File: src/rtl/rf_operand_fetch.sv
// Operand fetch stage: tracks outstanding register writes, stalls on RAW hazards,
// reads the register file with same-cycle writeback bypass, and forwards writeback.
module rf_operand_fetch #(
    parameter int NUM_REGS = 16,
    parameter int ADDR_W   = 4,
    parameter int DATA_W   = 64
) (
    input  logic                clk,
    input  logic                reset_n,
    input  logic                issue_valid,
    output logic                issue_ready,
    input  logic [ADDR_W-1:0]   issue_rs0,
    input  logic [ADDR_W-1:0]   issue_rs1,
    input  logic [1:0]          issue_use,
    input  logic [ADDR_W-1:0]   issue_rd,
    input  logic                issue_rd_en,
    output logic                op_valid,
    input  logic                op_ready,
    output logic [DATA_W-1:0]   op_data_0,
    output logic [DATA_W-1:0]   op_data_1,
    output logic [ADDR_W-1:0]   op_rd,
    output logic                op_rd_en,
    input  logic                wb_valid,
    input  logic [ADDR_W-1:0]   wb_addr,
    input  logic [DATA_W-1:0]   wb_data,
    output logic [1:0]          rf_read_en,
    output logic [ADDR_W-1:0]   rf_raddr_0,
    output logic [ADDR_W-1:0]   rf_raddr_1,
    input  logic [DATA_W-1:0]   rf_rdata_0,
    input  logic [DATA_W-1:0]   rf_rdata_1,
    output logic                rf_write_en,
    output logic [ADDR_W-1:0]   rf_waddr,
    output logic [DATA_W-1:0]   rf_wdata,
    output logic [NUM_REGS-1:0] busy,
    output logic [1:0]          dbg_state
);

    // Handshakes: a transfer happens on a posedge where valid && ready; the
    // sender holds its payload stable while valid is high and ready is low.
    typedef enum logic [1:0] {
        ST_IDLE  = 2'd0,
        ST_FETCH = 2'd1,
        ST_OUT   = 2'd2
    } state_t;

    state_t              r_state;
    state_t              w_state_nxt;
    logic [ADDR_W-1:0]   r_rs0;
    logic [ADDR_W-1:0]   r_rs1;
    logic [1:0]          r_use;
    logic [ADDR_W-1:0]   r_rd;
    logic                r_rd_en;
    logic [NUM_REGS-1:0] r_busy;
    logic [NUM_REGS-1:0] w_busy_nxt;
    logic [DATA_W-1:0]   r_op_data_0;
    logic [DATA_W-1:0]   r_op_data_1;
    logic [ADDR_W-1:0]   r_op_rd;
    logic                r_op_rd_en;

    logic                w_byp0;
    logic                w_byp1;
    logic                w_hazard;
    logic                w_resolve;
    logic                w_accept;
    logic [DATA_W-1:0]   w_op0;
    logic [DATA_W-1:0]   w_op1;

    // A writeback landing this cycle satisfies a busy source via the bypass.
    assign w_byp0    = wb_valid && (wb_addr == r_rs0);
    assign w_byp1    = wb_valid && (wb_addr == r_rs1);
    assign w_hazard  = (r_use[0] && r_busy[r_rs0] && !w_byp0) ||
                       (r_use[1] && r_busy[r_rs1] && !w_byp1);
    assign w_resolve = (r_state == ST_FETCH) && !w_hazard;
    assign w_accept  = issue_valid && issue_ready;
    assign w_op0     = r_use[0] ? (w_byp0 ? wb_data : rf_rdata_0) : '0;
    assign w_op1     = r_use[1] ? (w_byp1 ? wb_data : rf_rdata_1) : '0;

    always_comb begin
        w_state_nxt = r_state;
        issue_ready = 1'b0;
        rf_read_en  = 2'b00;
        rf_raddr_0  = '0;
        rf_raddr_1  = '0;
        case (r_state)
            ST_IDLE: begin
                issue_ready = 1'b1;
                if (issue_valid) w_state_nxt = ST_FETCH;
            end
            ST_FETCH: begin
                if (w_resolve) begin
                    rf_read_en  = r_use;
                    rf_raddr_0  = r_rs0;
                    rf_raddr_1  = r_rs1;
                    w_state_nxt = ST_OUT;
                end
            end
            ST_OUT: begin
                issue_ready = op_ready;
                if (op_ready) w_state_nxt = issue_valid ? ST_FETCH : ST_IDLE;
            end
            default: w_state_nxt = ST_IDLE;
        endcase
    end

    // Clear before set so a resolving writer to wb_addr leaves the bit set.
    always_comb begin
        w_busy_nxt = r_busy;
        if (wb_valid) w_busy_nxt[wb_addr] = 1'b0;
        if (w_resolve && r_rd_en) w_busy_nxt[r_rd] = 1'b1;
    end

    always_ff @(posedge clk or negedge reset_n) begin
        if (!reset_n) begin
            r_state     <= ST_IDLE;
            r_rs0       <= '0;
            r_rs1       <= '0;
            r_use       <= 2'b00;
            r_rd        <= '0;
            r_rd_en     <= 1'b0;
            r_busy      <= '0;
            r_op_data_0 <= '0;
            r_op_data_1 <= '0;
            r_op_rd     <= '0;
            r_op_rd_en  <= 1'b0;
        end else begin
            r_state <= w_state_nxt;
            r_busy  <= w_busy_nxt;
            if (w_accept) begin
                r_rs0   <= issue_rs0;
                r_rs1   <= issue_rs1;
                r_use   <= issue_use;
                r_rd    <= issue_rd;
                r_rd_en <= issue_rd_en;
            end
            if (w_resolve) begin
                r_op_data_0 <= w_op0;
                r_op_data_1 <= w_op1;
                r_op_rd     <= r_rd;
                r_op_rd_en  <= r_rd_en;
            end
        end
    end

    assign op_valid    = (r_state == ST_OUT);
    assign op_data_0   = r_op_data_0;
    assign op_data_1   = r_op_data_1;
    assign op_rd       = r_op_rd;
    assign op_rd_en    = r_op_rd_en;
    assign rf_write_en = wb_valid;
    assign rf_waddr    = wb_addr;
    assign rf_wdata    = wb_data;
    assign busy        = r_busy;
    assign dbg_state   = r_state;

endmodule
File: config.mk
export PLATFORM = sky130hd
export DESIGN_NAME = rf_operand_fetch
export DESIGN_NICKNAME = d
export VERILOG_FILES = /design/src/rtl/rf_operand_fetch.sv
export SDC_FILE = /design/constraint.sdc
export NUM_CORES = 1
export LEC_CHECK = 0
export BUFFER_PORTS_ARGS = -buffer_cell sky130_fd_sc_hd__buf_4
export CAP_MARGIN = 20
export CORE_AREA = 3 3 174 176
export DETAILED_ROUTE_END_ITERATION = 12
export DIE_AREA = 0 0 177 179
export HOLD_SLACK_MARGIN = 0.05
export PLACE_DENSITY_LB_ADDON = 0.08
export SLEW_MARGIN = 25
export SYNTH_ARGS = -nofsm -noshare
export SYNTH_HDL_FRONTEND = slang
export SYNTH_SLANG_ARGS = --single-unit
File: constraint.sdc
create_clock -name clk -period 2.75 [get_ports clk]
set_input_delay 0 -clock clk [delete_from_list [all_inputs] [get_ports clk]]
set_output_delay 0 -clock clk [all_outputs]
set_load 0.02 [all_outputs]
==> metrics.txt <==
Initial Util 0.3048; P per Cell Area 865.1 mW/mm2; CTS tree built; Rel. slew slack 0.4657; violation count after the first detailed-route iteration 505; LEAKAGE 7.221 nW; min Tclk post-route 2.616 ns; Final Worst Setup Slack 0.1340 ns; status finished, final reports clean; max-cap viol count 0; IO Port Bufs 447; Post-synth top flop dfrtp_1; Setup Skew 0.01333 ns; Ant. Diodes 0; WL final 37.46 mm; CTS Buffer Depth 2; Worst IR Drop VDD 0.0005747 V; area leader, netlist dfrtp_1; Min-Delay Path Class primary input to register; post-route ant nets 0; fin util 0.5427; ys async rst share 1.000; pin count of the biggest net entering global routing 80; full die area 0.03168 mm2; Core Footprint 0.02878 mm2; fmax 382.3 MHz; root buffer cell clkbuf_16; syn_area_per_cell 12.82 um2; Final setup viols 0; Final Hold Violating Endpoints 0; Vias/cell 5.028; Synth top area share 0.4735; Worst setup SP type register; filler cell count 2,561; critical path data arrival time 2.93 ns; Synth top cells by count 166 x dfrtp_1, 146 x mux2_2, 128 x a32o_1; share of cells above drive strength 1 0.5075; top-count cell post-synth dfrtp_1; initial antenna violation count 1; die height 179 um; gr usage total 0.2139; DRC 0; top cells by area, synth dfrtp_1 47%, mux2_2 19%, a32o_1 15%; TNS Setup 0 ns; H-tree levels 4; routability cong. 0.8019; Slew Limit Fails 0; actual slew at the worst max-slew pin 0.8014 ns; area delta synth->final 78.06%; clk sinks 166; drt pass-1 iters 5; Die W 177 um; CTS buffer count 17; Placement Setup Slack 0.1192 ns; Final Power 13.51 mW; wire per inst 21.75 um; Post-Syn Instances 684; period utilization 0.9513; vias after detailed routing 8,658; total global routing overflow 0; RSZ-0062 raised after global routing no; Seq/Total Area, Yosys 0.4735; Post-synth EDFFs 0; crit end category register; Ys Warns 0; hold slack 0.08685 ns; row count 62; Worst Path Required 3.06 ns; number of global-route vias before repair 9,201; Ports 448; Syn Nets 900; Net count, final 1,542; HPWL reported at the end of detailed placement 23.13 mm; clk slew on worst S/H paths 0.07 ns; count of cell types in the netlist 33; Synth Cell Area 0.008772 mm2; Worst-Skew Late Latency 0.43 ns; WS Path Type register to register; #FFs+latches synth 166; CP max FO 11; first-pass GRT wire length 52.94 mm
-- state kept, by name, summed over array words and instances, names as in the netlist --
register / flops
op_data_0: 64
op_data_1: 64
busy: 16
op_rd: 4
r_rd: 4
r_rs0: 4
r_rs1: 4
dbg_state: 2
r_use: 2
op_rd_en: 1
r_rd_en: 1
-- worst paths after layout --
path	start	endpoint	slack (ns)	depth (start not counted)
worst max register to register	r_rs0[1]$_DFFE_PN0P_	op_data_0[15]$_DFFE_PN0P_	0.13	6
worst min register to register	op_data_1[15]$_DFFE_PN0P_	op_data_1[15]$_DFFE_PN0P_	0.49	1
worst max-delay path	r_rs0[1]$_DFFE_PN0P_	op_data_0[15]$_DFFE_PN0P_	0.13	6
max in group asynchronous	reset_n	op_data_0[63]$_DFFE_PN0P_	1.79	3
min in group asynchronous	reset_n	op_data_0[1]$_DFFE_PN0P_	0.18	2
worst min-delay path	wb_valid	busy[15]$_DFF_PN0_	0.09	4
-- kinds of logic (layout without fill, tap and decap cells) --
group,after synthesis,in the layout,synth area share
buffers and inverters,138,792,0.1001
xor gates and xnor gates,8,8,0.007988
and+or+nand+nor,42,42,0.02667
muxes,158,158,0.2125
AOI/OAI and AO/OA,172,172,0.1791
DFF,166,166,0.4735
-- per-layer routing --
metal	track usage	vias up	share of wire
met5	0	-	0
met4	0.07201	0	0.027
met3	0.04807	53	0.066
met2	0.3849	373	0.52
met1	0.2517	4341	0.39
li1	-	3891	-
-- cell type report --
cell class	count	area, um2	share of cell area
clock inverter	12	110.1	0.007049
multi-input combinational	380	3782	0.2421
inverter	5	18.77	0.001202
timing repair buffer	756	6618	0.4237
sequential	166	4158	0.2662
clock buffer	19	452.9	0.02900
tap	384	480.5	0.03076
-- layout by cell type (no fill, tap or decap), drive strengths merged, types with 2 or more instances in the layout --
cell type and instances:
xor2 3, dfrtp 166, mux2i 4, o21ai 21, nand3 4, mux4 8, and2 4, inv 13
nand3b 6, mux2 146, a32o 128, clkinvlp 2, nor2 6, nor2b 2, nand2 8, buf 476
o31ai 16, or3b 2, clkinv 2, xnor2 5, nand2b 2, clkbuf 23, dlygate4sd3 276, and3 6
a21o 2
-- power breakdown --
group          switching [mW]  total, mW  internal (mW)
clock network            1.11       2.35           1.24
logic                    3.81       7.25           3.44
registers               0.657       3.91           3.26
total                    5.58       13.5           7.93
-- worst max-delay path, cell delays in order (launching register included) --
cell	delay, ns
dfrtp_1	0.50
xor2_1	0.21
nor3_1	0.36
nand2_4	0.27
mux2_2	0.34
dlygate4sd3_1	0.57
a32o_1	0.26
-- timing repair --
| action | 4_1_cts | 5_1_grt |
|---|---|---|
| setup buffers | 2 | 4 |
| endpoints found under the hold margin | 233 | 0 |
| resized for setup | 4 | 9 |
| pin swaps | 1 | 2 |
| gates cloned | 0 | 5 |
| endpoints found under the setup margin | 9 | 67 |
| hold buffers | 276 | 0 |
-- metrics by stage --
step / instance area (um2) / cells
after floorplan: 8772 / 684
after global placement: 12090 / 1404
after detailed placement: 12090 / 1404
after CTS: 15450 / 1713
after global routing: 15620 / 1722
final: 15620 / 1722
No activity file was read; power rests on OpenSTA's default activity.
